$ cat config.mk
export PLATFORM = sky130hd
export DESIGN_NAME = wb_uart_rx_flat
export DESIGN_NICKNAME = d
export VERILOG_FILES = /design/src/rtl/uart_pkg.sv /design/src/rtl/wb_uart_rx_if.sv /design/src/rtl/wb_uart_rx_fifo.sv /design/src/rtl/wb_uart_rx.sv /design/src/flat_wrapper.sv
export SDC_FILE = /design/constraint.sdc
export NUM_CORES = 1
export LEC_CHECK = 0
export ABC_AREA = 0
export CAP_MARGIN = 20
export CORE_MARGIN = 2
export CORE_UTILIZATION = 29
export DETAILED_ROUTE_END_ITERATION = 8
export PLACE_DENSITY = 0.6
export SLEW_MARGIN = 20
export SYNTH_ARGS = -nofsm -noshare
export SYNTH_HDL_FRONTEND = slang
export SYNTH_SLANG_ARGS = --single-unit
$ cat constraint.sdc
create_clock -name clk -period 8.54 [get_ports clk]
set_input_delay 0.854 -clock clk [delete_from_list [all_inputs] [get_ports clk]]
set_output_delay 0.854 -clock clk [all_outputs]
set_load 0.01 [all_outputs]
$ cat src/rtl/uart_pkg.sv
// Shared types and register map for the Wishbone UART receiver.
// Holds the FSM state enum, register selects, status bit positions and the STATUS word builder.
package uart_pkg;

  typedef enum logic [1:0] {
    IDLE  = 2'd0,
    START = 2'd1,
    DATA  = 2'd2,
    STOP  = 2'd3
  } uart_rx_state_t;

  localparam logic UART_REG_DATA   = 1'b0;
  localparam logic UART_REG_STATUS = 1'b1;

  localparam int ST_VALID   = 0;
  localparam int ST_OVERRUN = 1;
  localparam int ST_FRAME   = 2;

  // STATUS layout: fill count in the top byte, sticky flags and valid in the low bits.
  function automatic logic [31:0] pack_status(input logic [7:0] fill,
                                              input logic       frame_err,
                                              input logic       overrun,
                                              input logic       valid);
    logic [31:0] word;
    word             = 32'h0000_0000;
    word[31:24]      = fill;
    word[ST_FRAME]   = frame_err;
    word[ST_OVERRUN] = overrun;
    word[ST_VALID]   = valid;
    return word;
  endfunction

endpackage

$ cat src/rtl/wb_uart_rx_if.sv
// Wishbone classic bus bundle between the core (master) and the UART receiver (slave).
interface wb_uart_rx_if;
  logic        CYC;
  logic        STB;
  logic        WE;
  logic [31:0] ADR;
  logic [31:0] DAT_I;
  logic [31:0] DAT_O;
  logic        ACK;
  logic        ERR;
  logic        RTY;

  modport master (output CYC, STB, WE, ADR, DAT_I,
                  input  DAT_O, ACK, ERR, RTY);

  modport slave  (input  CYC, STB, WE, ADR, DAT_I,
                  output DAT_O, ACK, ERR, RTY);
endinterface

$ cat src/rtl/wb_uart_rx_fifo.sv
// Receive byte FIFO with wrap-bit pointers; a pop frees space for a push in the same cycle.
// A pop on an empty FIFO is ignored, so a simultaneous push into an empty FIFO still lands.
module uart_rx_fifo #(
  parameter int DEPTH = 8
) (
  input  logic                     clk,
  input  logic                     rst,
  input  logic                     push,
  input  logic                     pop,
  input  logic [7:0]               din,
  output logic [7:0]               dout,
  output logic                     empty,
  output logic                     full,
  output logic [$clog2(DEPTH):0]   count
);

  localparam int AW = $clog2(DEPTH);
  localparam int PW = AW + 1;

  logic [PW-1:0] wr_ptr_q, wr_ptr_d;
  logic [PW-1:0] rd_ptr_q, rd_ptr_d;
  logic [7:0]    mem_q [DEPTH];
  logic          do_push_s;
  logic          do_pop_s;

  assign empty = (wr_ptr_q == rd_ptr_q);
  assign full  = (wr_ptr_q[AW] != rd_ptr_q[AW]) && (wr_ptr_q[AW-1:0] == rd_ptr_q[AW-1:0]);
  assign count = wr_ptr_q - rd_ptr_q;
  assign dout  = mem_q[rd_ptr_q[AW-1:0]];

  always_comb begin
    do_pop_s  = pop & ~empty;
    do_push_s = push & (~full | do_pop_s);
    wr_ptr_d  = wr_ptr_q;
    rd_ptr_d  = rd_ptr_q;
    if (do_push_s) begin
      wr_ptr_d = wr_ptr_q + PW'(1);
    end else begin
      wr_ptr_d = wr_ptr_q;
    end
    if (do_pop_s) begin
      rd_ptr_d = rd_ptr_q + PW'(1);
    end else begin
      rd_ptr_d = rd_ptr_q;
    end
  end

  always_ff @(posedge clk or posedge rst) begin
    if (rst) begin
      wr_ptr_q <= {PW{1'b0}};
      rd_ptr_q <= {PW{1'b0}};
    end else begin
      wr_ptr_q <= wr_ptr_d;
      rd_ptr_q <= rd_ptr_d;
    end
  end

  // Storage needs no reset: it is only observed behind a non-empty FIFO.
  always_ff @(posedge clk) begin
    if (do_push_s) begin
      mem_q[wr_ptr_q[AW-1:0]] <= din;
    end
  end

endmodule

$ cat src/rtl/wb_uart_rx.sv
// Wishbone slave UART receiver: 8N1 deserialiser feeding a byte FIFO, with DATA and STATUS registers.
// Received bytes appear in DAT_O[31:24]; irq stays high while any byte is waiting.
module wb_uart_rx
  import uart_pkg::*;
#(
  parameter int CLK_DIV    = 16,
  parameter int FIFO_DEPTH = 8
) (
  input  logic              clk,
  input  logic              rst,
  input  logic              rx,
  wb_uart_rx_if.slave       bus,
  output logic              irq
);

  localparam int TW = $clog2(CLK_DIV);
  localparam int CW = $clog2(FIFO_DEPTH) + 1;
  localparam logic [TW-1:0] HALF_LOAD = TW'(CLK_DIV / 2 - 1);
  localparam logic [TW-1:0] FULL_LOAD = TW'(CLK_DIV - 1);

  logic           rx_meta_q;
  logic           rx_sync_q;
  logic           rx_s;

  uart_rx_state_t state_q,     state_d;
  logic [TW-1:0]  timer_q,     timer_d;
  logic [2:0]     bit_idx_q,   bit_idx_d;
  logic [7:0]     shift_q,     shift_d;
  logic           overrun_q,   overrun_d;
  logic           frame_err_q, frame_err_d;
  logic           ack_q,       ack_d;
  logic [31:0]    dat_o_q,     dat_o_d;

  logic           req_s;
  logic           rd_data_s;
  logic           wr_status_s;
  logic           fifo_push_s;
  logic           fifo_pop_s;
  logic           set_ovr_s;
  logic           set_fe_s;
  logic [7:0]     fifo_dout_s;
  logic           fifo_empty_s;
  logic           fifo_full_s;
  logic [CW-1:0]  fifo_count_s;
  logic           unused_bits;

  assign rx_s        = rx_sync_q;
  assign req_s       = bus.CYC & bus.STB & ~ack_q;
  assign rd_data_s   = req_s & ~bus.WE & (bus.ADR[2] == UART_REG_DATA);
  assign wr_status_s = req_s &  bus.WE & (bus.ADR[2] == UART_REG_STATUS);
  assign fifo_pop_s  = rd_data_s & ~fifo_empty_s;

  assign bus.ACK   = ack_q;
  assign bus.DAT_O = dat_o_q;
  assign bus.ERR   = 1'b0;
  assign bus.RTY   = 1'b0;
  assign irq       = ~fifo_empty_s;
  assign unused_bits = ^{bus.ADR[31:3], bus.ADR[1:0], bus.DAT_I[31:3], bus.DAT_I[0]};

  uart_rx_fifo #(.DEPTH(FIFO_DEPTH)) u_fifo (
    .clk   (clk),
    .rst   (rst),
    .push  (fifo_push_s),
    .pop   (fifo_pop_s),
    .din   (shift_q),
    .dout  (fifo_dout_s),
    .empty (fifo_empty_s),
    .full  (fifo_full_s),
    .count (fifo_count_s)
  );

  // Receive FSM: every timed state counts down and acts when the timer reaches zero.
  always_comb begin
    state_d     = state_q;
    timer_d     = timer_q;
    bit_idx_d   = bit_idx_q;
    shift_d     = shift_q;
    fifo_push_s = 1'b0;
    set_ovr_s   = 1'b0;
    set_fe_s    = 1'b0;
    case (state_q)
      IDLE: begin
        if (!rx_s) begin
          timer_d = HALF_LOAD;
          state_d = START;
        end else begin
          state_d = IDLE;
        end
      end
      START: begin
        if (timer_q != {TW{1'b0}}) begin
          timer_d = timer_q - TW'(1);
        end else if (!rx_s) begin
          timer_d   = FULL_LOAD;
          bit_idx_d = 3'd0;
          state_d   = DATA;
        end else begin
          state_d = IDLE;
        end
      end
      DATA: begin
        if (timer_q != {TW{1'b0}}) begin
          timer_d = timer_q - TW'(1);
        end else begin
          shift_d = {rx_s, shift_q[7:1]};
          timer_d = FULL_LOAD;
          if (bit_idx_q == 3'd7) begin
            state_d = STOP;
          end else begin
            bit_idx_d = bit_idx_q + 3'd1;
          end
        end
      end
      STOP: begin
        if (timer_q != {TW{1'b0}}) begin
          timer_d = timer_q - TW'(1);
        end else begin
          state_d = IDLE;
          if (!rx_s) begin
            set_fe_s = 1'b1;
          end else if (fifo_full_s && !fifo_pop_s) begin
            set_ovr_s = 1'b1;
          end else begin
            fifo_push_s = 1'b1;
          end
        end
      end
      default: begin
        state_d = IDLE;
      end
    endcase
  end

  // Bus side: single-cycle ACK, read data captured on the same edge, write-1-to-clear flags.
  always_comb begin
    ack_d       = req_s;
    dat_o_d     = dat_o_q;
    overrun_d   = (overrun_q   & ~(wr_status_s & bus.DAT_I[1])) | set_ovr_s;
    frame_err_d = (frame_err_q & ~(wr_status_s & bus.DAT_I[2])) | set_fe_s;
    if (req_s && !bus.WE) begin
      if (bus.ADR[2] == UART_REG_STATUS) begin
        dat_o_d = pack_status(8'(fifo_count_s), frame_err_q, overrun_q, ~fifo_empty_s);
      end else if (fifo_empty_s) begin
        dat_o_d = 32'h0000_0000;
      end else begin
        dat_o_d = {fifo_dout_s, 24'h00_0000};
      end
    end else begin
      dat_o_d = dat_o_q;
    end
  end

  always_ff @(posedge clk or posedge rst) begin
    if (rst) begin
      rx_meta_q   <= 1'b1;
      rx_sync_q   <= 1'b1;
      state_q     <= IDLE;
      timer_q     <= {TW{1'b0}};
      bit_idx_q   <= 3'd0;
      shift_q     <= 8'h00;
      overrun_q   <= 1'b0;
      frame_err_q <= 1'b0;
      ack_q       <= 1'b0;
      dat_o_q     <= 32'h0000_0000;
    end else begin
      rx_meta_q   <= rx;
      rx_sync_q   <= rx_meta_q;
      state_q     <= state_d;
      timer_q     <= timer_d;
      bit_idx_q   <= bit_idx_d;
      shift_q     <= shift_d;
      overrun_q   <= overrun_d;
      frame_err_q <= frame_err_d;
      ack_q       <= ack_d;
      dat_o_q     <= dat_o_d;
    end
  end

endmodule

$ cat src/flat_wrapper.sv
// flat-port wrapper written by rule: the top's interface ports become plain ports
module wb_uart_rx_flat import uart_pkg::*;
#(
  parameter int CLK_DIV    = 16,
  parameter int FIFO_DEPTH = 8
)
  (clk, rst, rx, irq, bus_CYC, bus_STB, bus_WE, bus_ADR, bus_DAT_I, bus_DAT_O, bus_ACK, bus_ERR, bus_RTY);
  wb_uart_rx_if bus_i ();
  input  logic clk;
  input  logic rst;
  input  logic rx;
  output logic irq;
  input wire logic [$bits(bus_i.CYC)-1:0] bus_CYC;
  input wire logic [$bits(bus_i.STB)-1:0] bus_STB;
  input wire logic [$bits(bus_i.WE)-1:0] bus_WE;
  input wire logic [$bits(bus_i.ADR)-1:0] bus_ADR;
  input wire logic [$bits(bus_i.DAT_I)-1:0] bus_DAT_I;
  output wire logic [$bits(bus_i.DAT_O)-1:0] bus_DAT_O;
  output wire logic [$bits(bus_i.ACK)-1:0] bus_ACK;
  output wire logic [$bits(bus_i.ERR)-1:0] bus_ERR;
  output wire logic [$bits(bus_i.RTY)-1:0] bus_RTY;
  assign bus_i.CYC = bus_CYC;
  assign bus_i.STB = bus_STB;
  assign bus_i.WE = bus_WE;
  assign bus_i.ADR = bus_ADR;
  assign bus_i.DAT_I = bus_DAT_I;
  assign bus_DAT_O = bus_i.DAT_O;
  assign bus_ACK = bus_i.ACK;
  assign bus_ERR = bus_i.ERR;
  assign bus_RTY = bus_i.RTY;
  wb_uart_rx #(.CLK_DIV(CLK_DIV), .FIFO_DEPTH(FIFO_DEPTH)) u_core (.clk(clk), .rst(rst), .rx(rx), .bus(bus_i), .irq(irq));
endmodule
==> results of run 1 <==
per-stage QoR:
stage | power (mW) | utilization, % | hold slack, ps | std cells
2_1_floorplan | 0.970 | - | 345 | 338
3_3_place_gp | 1.07 | 32.0 | 348 | 547
3_5_place_dp | 1.09 | 32.0 | 347 | 547
4_1_cts | 1.48 | 33.8 | 358 | 563
5_1_grt | 1.55 | 33.8 | 361 | 563
6_report | 1.47 | 33.8 | 357 | 563
power breakdown:
group | switching, mW | internal (mW)
clock network | 0.192 | 0.203
registers | 0.0619 | 0.586
logic | 0.211 | 0.212
total | 0.465 | 1.00
kinds of logic after synthesis:
family | synth area share, %
buffers and inverters | 5.84
XOR/XNOR | 1.68
multiplexers | 12.2
other | 0.0799
adder cells (fa/ha/maj) | 3.89
AND/OR/NAND/NOR | 7.60
AO/OA/AOI/OAI | 5.86
flip-flops | 62.8
placed cells by master (no fill, tap or decap), types with 3 or more instances in the layout:
cell type        instances
edfxtp_1                64
dfrtp_1                 39
conb_1                  23
nand2_1                 21
clkdlybuf4s50_1         21
mux4_2                  16
nor2_1                  14
inv_1                   13
ha_1                    13
mux2i_1                 10
o21ai_1                 10
mux2_1                  10
clkbuf_16                9
nand3_1                  8
a21oi_1                  6
xnor2_1                  5
xor2_1                   4
a22o_1                   3
o211ai_1                 3
nor2b_1                  3
buf_4                    3
critical path: stages:
cell and delay, ps:
clkdlybuf4s50_1 490, nand4bb_1 710, o211ai_1 630, nand3_1 280, nor2_1 860
state kept, by name, indices dropped and copies added (netlist names), 3 cells and up, named ones only:
register	flops
u_core.timer_q	4
u_core.bus.DAT_O	11
u_core.u_fifo.rd_ptr_q	4
u_core.bit_idx_q	3
u_core.shift_q	8
u_core.u_fifo.mem_q	64
u_core.u_fifo.wr_ptr_q	4
metal layers:
layer	part of all wire, %	vias to the layer above
li1	-	1182
met1	49	1286
met2	45	70
met3	4.6	9
met4	1.6	0
met5	0	-
layout make-up:
cell class,instances,area [sq um]
Clock inverter,6,51.3
Tap cell,216,270
Sequential cell,105,2950
Inverter,15,56.3
Multi-Input combinational cell,187,1560
Fill cell,1538,10500
Clock buffer,10,229
Timing Repair Buffer,24,233
path summary, 6_finish.rpt:
path | start | to | slack (ps) | cells past startpoint
worst max register to register | u_core.u_fifo.rd_ptr_q[1]$_DFFE_PP0P_ | u_core.u_fifo.mem_q[2][5]$_DFFE_PP_ | 5200 | 6
worst max-delay path | bus_WE | u_core.u_fifo.mem_q[2][5]$_DFFE_PP_ | 4690 | 5
worst min register to register | u_core.rx_meta_q$_DFF_PP1_ | u_core.rx_s$_DFF_PP1_ | 360 | 0
min in group asynchronous | rst | u_core.shift_q[0]$_DFFE_PP0P_ | 1020 | 2
max in group asynchronous | rst | u_core.bus.DAT_O[27]$_DFFE_PP0N_ | 6930 | 2
worst min-delay path | u_core.rx_meta_q$_DFF_PP1_ | u_core.rx_s$_DFF_PP1_ | 360 | 0
==> metrics.yaml, run 1 <==
fin_setup_tns_ps: 0
die-area_sq_um: 17200
vias_per_cell: 4.52
fmax_mhz: 260
grt_pass1_wl_um: 14400
initial_utilization_pct: 29.7
finalCriticalPeriod_ps: 3850
cts.sink_count: 105
drc: 0
ios: 106
ys_warn_count: 0
hp-class: "flop to flop"
relSlewSlack_pct: 30.5
detail-route-antenna-nets: 0
synth_area_leaders: "edfxtp_1, dfrtp_1, mux4_2, buf_4, ha_1"
synth_area_per_cell_sq_um: 14.9
fin_ws_ps: 4690
crit_path_max_fanout: 12
outcome: "finished, final reports clean"
fin_nets: 426
wire_per_inst_um: 15.8
path_class: "primary input to flop"
cts_tree: "yes"
clk_pin_slew_worst_paths_ps: 70
first_global_vias: 2567
seq_area_frac_synth_pct: 62.8
antenna_found_initial: 0
root_buffer: "clkbuf_16"
core-area_sq_um: 15800
synth_area_sq_um: 4690
maxSlewViolCount: 0
busiest_layer: "met2"
synth_seq_cells: 105
synth_commonest_cells: "edfxtp_1, dfrtp_1, buf_4"
worstPathRequired_ps: 8510
syn-instance-count: 316
rows: 46
drtPass1Iterations: 4
die_w_um: 131
dp_hpwl_um: 5630
cts_buffers: 9
die_h_um: 131
grt_use_met2_pct: 16.6
ctsLongestPathBuffers: 2
vias: 2547
num_antenna_cells: 0
p_per_area_nw_per_um2: 274
pre_cts_slack_ps: 4260
htree_levels: 3
drtIter0Drc: 140
synth_area_leader_cell: "edfxtp_1"
portBuffers: 21
finalHoldViolCount: 0
synth_top_area_share_pct: 40.9
grt_max_degree: 42
cap_violations: 0
setup_violations: 0
leakage_nw: 1.99
stdcell_area_sq_um: 5350
synthFlopType: "edfxtp_1"
worstMarginPinSlew_ps: 1040
post-route-period-util_pct: 45.1
wl_um: 8910
synth_edf_count: 64
gr-usage-met3_pct: 3.13
layout-area-overhead-vs-synth_pct: 14.0
rsz0062_at_grt: "false"
post_cts_buffers: 0
arrival_ps: 3830
start_kind: "primary input"
drive_gt1_share_pct: 13.5
peakVddDrop_v: 0.000108
clock_latency_ps: 360
overflow: 0
synth_most_common_cell: "edfxtp_1"
grt_use_total_pct: 11.0
end_kind: "flop"
cts_resized: 0
dpl_cell_area_sq_um: 5070
holdBufCountCts: 0
async_reset_ff_share_pct: 39.0
synth_cell_type_count: 51
gp_congestion: 0.759
grt_util_met1_pct: 15.2
clock_skew_ps: 6.32
(Power assumes the default switching activity.)
==> run 2, diff against run 1 <==
clock period = 4.05 ns   (was 8.54 ns; I/O delays follow)
==> run 2 against run 1 <==
Net effect:
- first-iteration DRC count increased by 25%
- critical path depth unchanged
- largest power group unchanged
- die area unchanged
- highest routed layer unchanged
- global-route usage decreased by 0.071 points
- largest cell class unchanged
- total power increased by 110%
==> metrics.yaml, run 2 (same netlist as run 1, synthesis figures left out) <==
largest_reg_flops: 64  # unchanged
cts_buffers: 9  # unchanged
cts_resized: 0  # unchanged
post-route-period-util_pct: 65.4
peakVddDrop_v: 0.000236  # +120%
finalHoldViolCount: 0  # unchanged
drc: 0  # unchanged
grt_use_total_pct: 10.9  # -0.071 points
holdBufCountCts: 0  # unchanged
clock_skew_ps: 9.96  # +3.64 ps
clk_pin_slew_worst_paths_ps: 70  # about the same
core-area_sq_um: 15800  # unchanged
fmax_mhz: 378
p_clk_share_pct: 28.0  # +1.1 points
p_sw_share_pct: 30.8  # -0.88 points
worstPathRequired_ps: 3640  # -4870 ps
mostFrequentLayoutCell: "edfxtp_1"
dp_hpwl_um: 5600  # -0.67%
wire_per_inst_um: 15.4  # -2.8%
rsz0062_at_grt: "false"
vias: 2551  # +0.16%
initial_utilization_pct: 29.7  # unchanged
die_w_um: 131  # unchanged
grt_max_degree: 42  # unchanged
ctsLongestPathBuffers: 2  # unchanged
hp-class: "primary input to async pin"
path_class: "flop to primary output"
antenna_found_initial: 0  # unchanged
maxSlewViolCount: 0  # unchanged
power.switching_mw: 0.969  # +110%
gp_congestion: 0.764  # +0.65%
p_per_area_nw_per_um2: 576  # +110%
overflow: 0  # unchanged
ios: 106  # unchanged
htree_levels: 3  # unchanged
layout-area-overhead-vs-synth_pct: 16.3
vias_per_cell: 4.45  # -1.6%
rows: 46  # unchanged
root_buffer: "clkbuf_16"
num_antenna_cells: 0  # unchanged
die-area_sq_um: 17200  # unchanged
cap_violations: 0  # unchanged
fin_nets: 436  # +2.3%
clock_latency_ps: 350  # about the same
crit_path_max_fanout: 10  # -2
start_kind: "flop"
drive_gt1_share_pct: 15.4  # +1.9 points
die_h_um: 131  # unchanged
cts_tree: "yes"
end_kind: "primary output"
drtIter0Drc: 175  # +25%
outcome: "finished, final reports clean"
fin_setup_tns_ps: 0  # unchanged
grt_pass1_wl_um: 14300  # -0.48%
cts.sink_count: 105  # unchanged
final_cell_mix: "edfxtp_1, dfrtp_1, conb_1"
portBuffers: 21  # unchanged
wl_um: 8810  # -1.1%
arrival_ps: 2240  # -1590 ps
setup_violations: 0  # unchanged
detail-route-antenna-nets: 0  # unchanged
first_global_vias: 2612  # +1.8%
drtPass1Iterations: 4  # unchanged
relSlewSlack_pct: 63.9  # +33 points
leakage_nw: 2.06  # +3.4%
finalCriticalPeriod_ps: 2650
post_cts_buffers: 0  # unchanged
p_comb_share_pct: 29.9  # +1.1 points
seq_power_share_pct: 42.2  # -2.0 points
intPower_mw: 2.17  # +120%
worstMarginPinSlew_ps: 538  # -501 ps
hold_ws_ps: 309  # -48.0 ps
run 2: per-stage QoR:
step	power [mW]	setup slack (ps)	cell area, sq um	util [%]	instances
after global placement	2.27	1410	5130	32.4	556
after global routing	3.33	1240	5460	34.5	573
after floorplan	2.04	1230	4780	-	338
final	3.14	1400	5460	34.5	573
after CTS	3.18	1370	5440	34.4	572
after detailed placement	2.30	1360	5130	32.4	556
run 2: area by class of cell:
| type | instances | area, sq um |
|---|---|---|
| Sequential cell | 105 | 2950 |
| Tap cell | 216 | 270 |
| Clock buffer | 12 | 268 |
| Fill cell | 1547 | 10400 |
| Clock inverter | 4 | 40.0 |
| Timing Repair Buffer | 34 | 320 |
| Multi-Input combinational cell | 187 | 1550 |
| Inverter | 15 | 56.3 |
run 2: power groups by stage:
stage          clock network [mW]  logic [mW]  registers [mW]
2_1_floorplan                   0       0.697            1.35
3_3_place_gp                    0       0.925            1.34
3_5_place_dp                    0       0.950            1.35
4_1_cts                     0.905       0.954            1.33
5_1_grt                     0.949        1.04            1.34
6_report                    0.880       0.939            1.33
run 2: routing by layer:
layer | track usage (%) | up-vias | wire length [um]
met2 | 16.6 | 70 | 3970
li1 | - | 1199 | -
met4 | 3.08 | 0 | 64
met1 | 14.8 | 1276 | 4300
met5 | 0 | - | 0
met3 | 3.94 | 6 | 476
run 2: worst paths after layout:
path | cells after the start | start | end | slack, ps
worst max-delay path | 5 | u_core.u_fifo.rd_ptr_q[2]$_DFFE_PP0P_ | irq | 1400
worst min-delay path | 2 | rst | u_core.bus.DAT_O[28]$_DFFE_PP0N_ | 310
worst max register to register | 7 | u_core.u_fifo.rd_ptr_q[2]$_DFFE_PP0P_ | u_core.u_fifo.mem_q[0][0]$_DFFE_PP_ | 1630
worst min register to register | 0 | u_core.rx_meta_q$_DFF_PP1_ | u_core.rx_s$_DFF_PP1_ | 360
max in group asynchronous | 3 | rst | u_core.rx_s$_DFF_PP1_ | 3220
min in group clk | 0 | u_core.rx_meta_q$_DFF_PP1_ | u_core.rx_s$_DFF_PP1_ | 360
run 2: worst max-delay path: stages (launching register included):
cell,delay (ps)
dfrtp_1,410
inv_2,270
ha_1,350
and3_1,210
nand2_1,110
clkdlybuf4s50_1,550
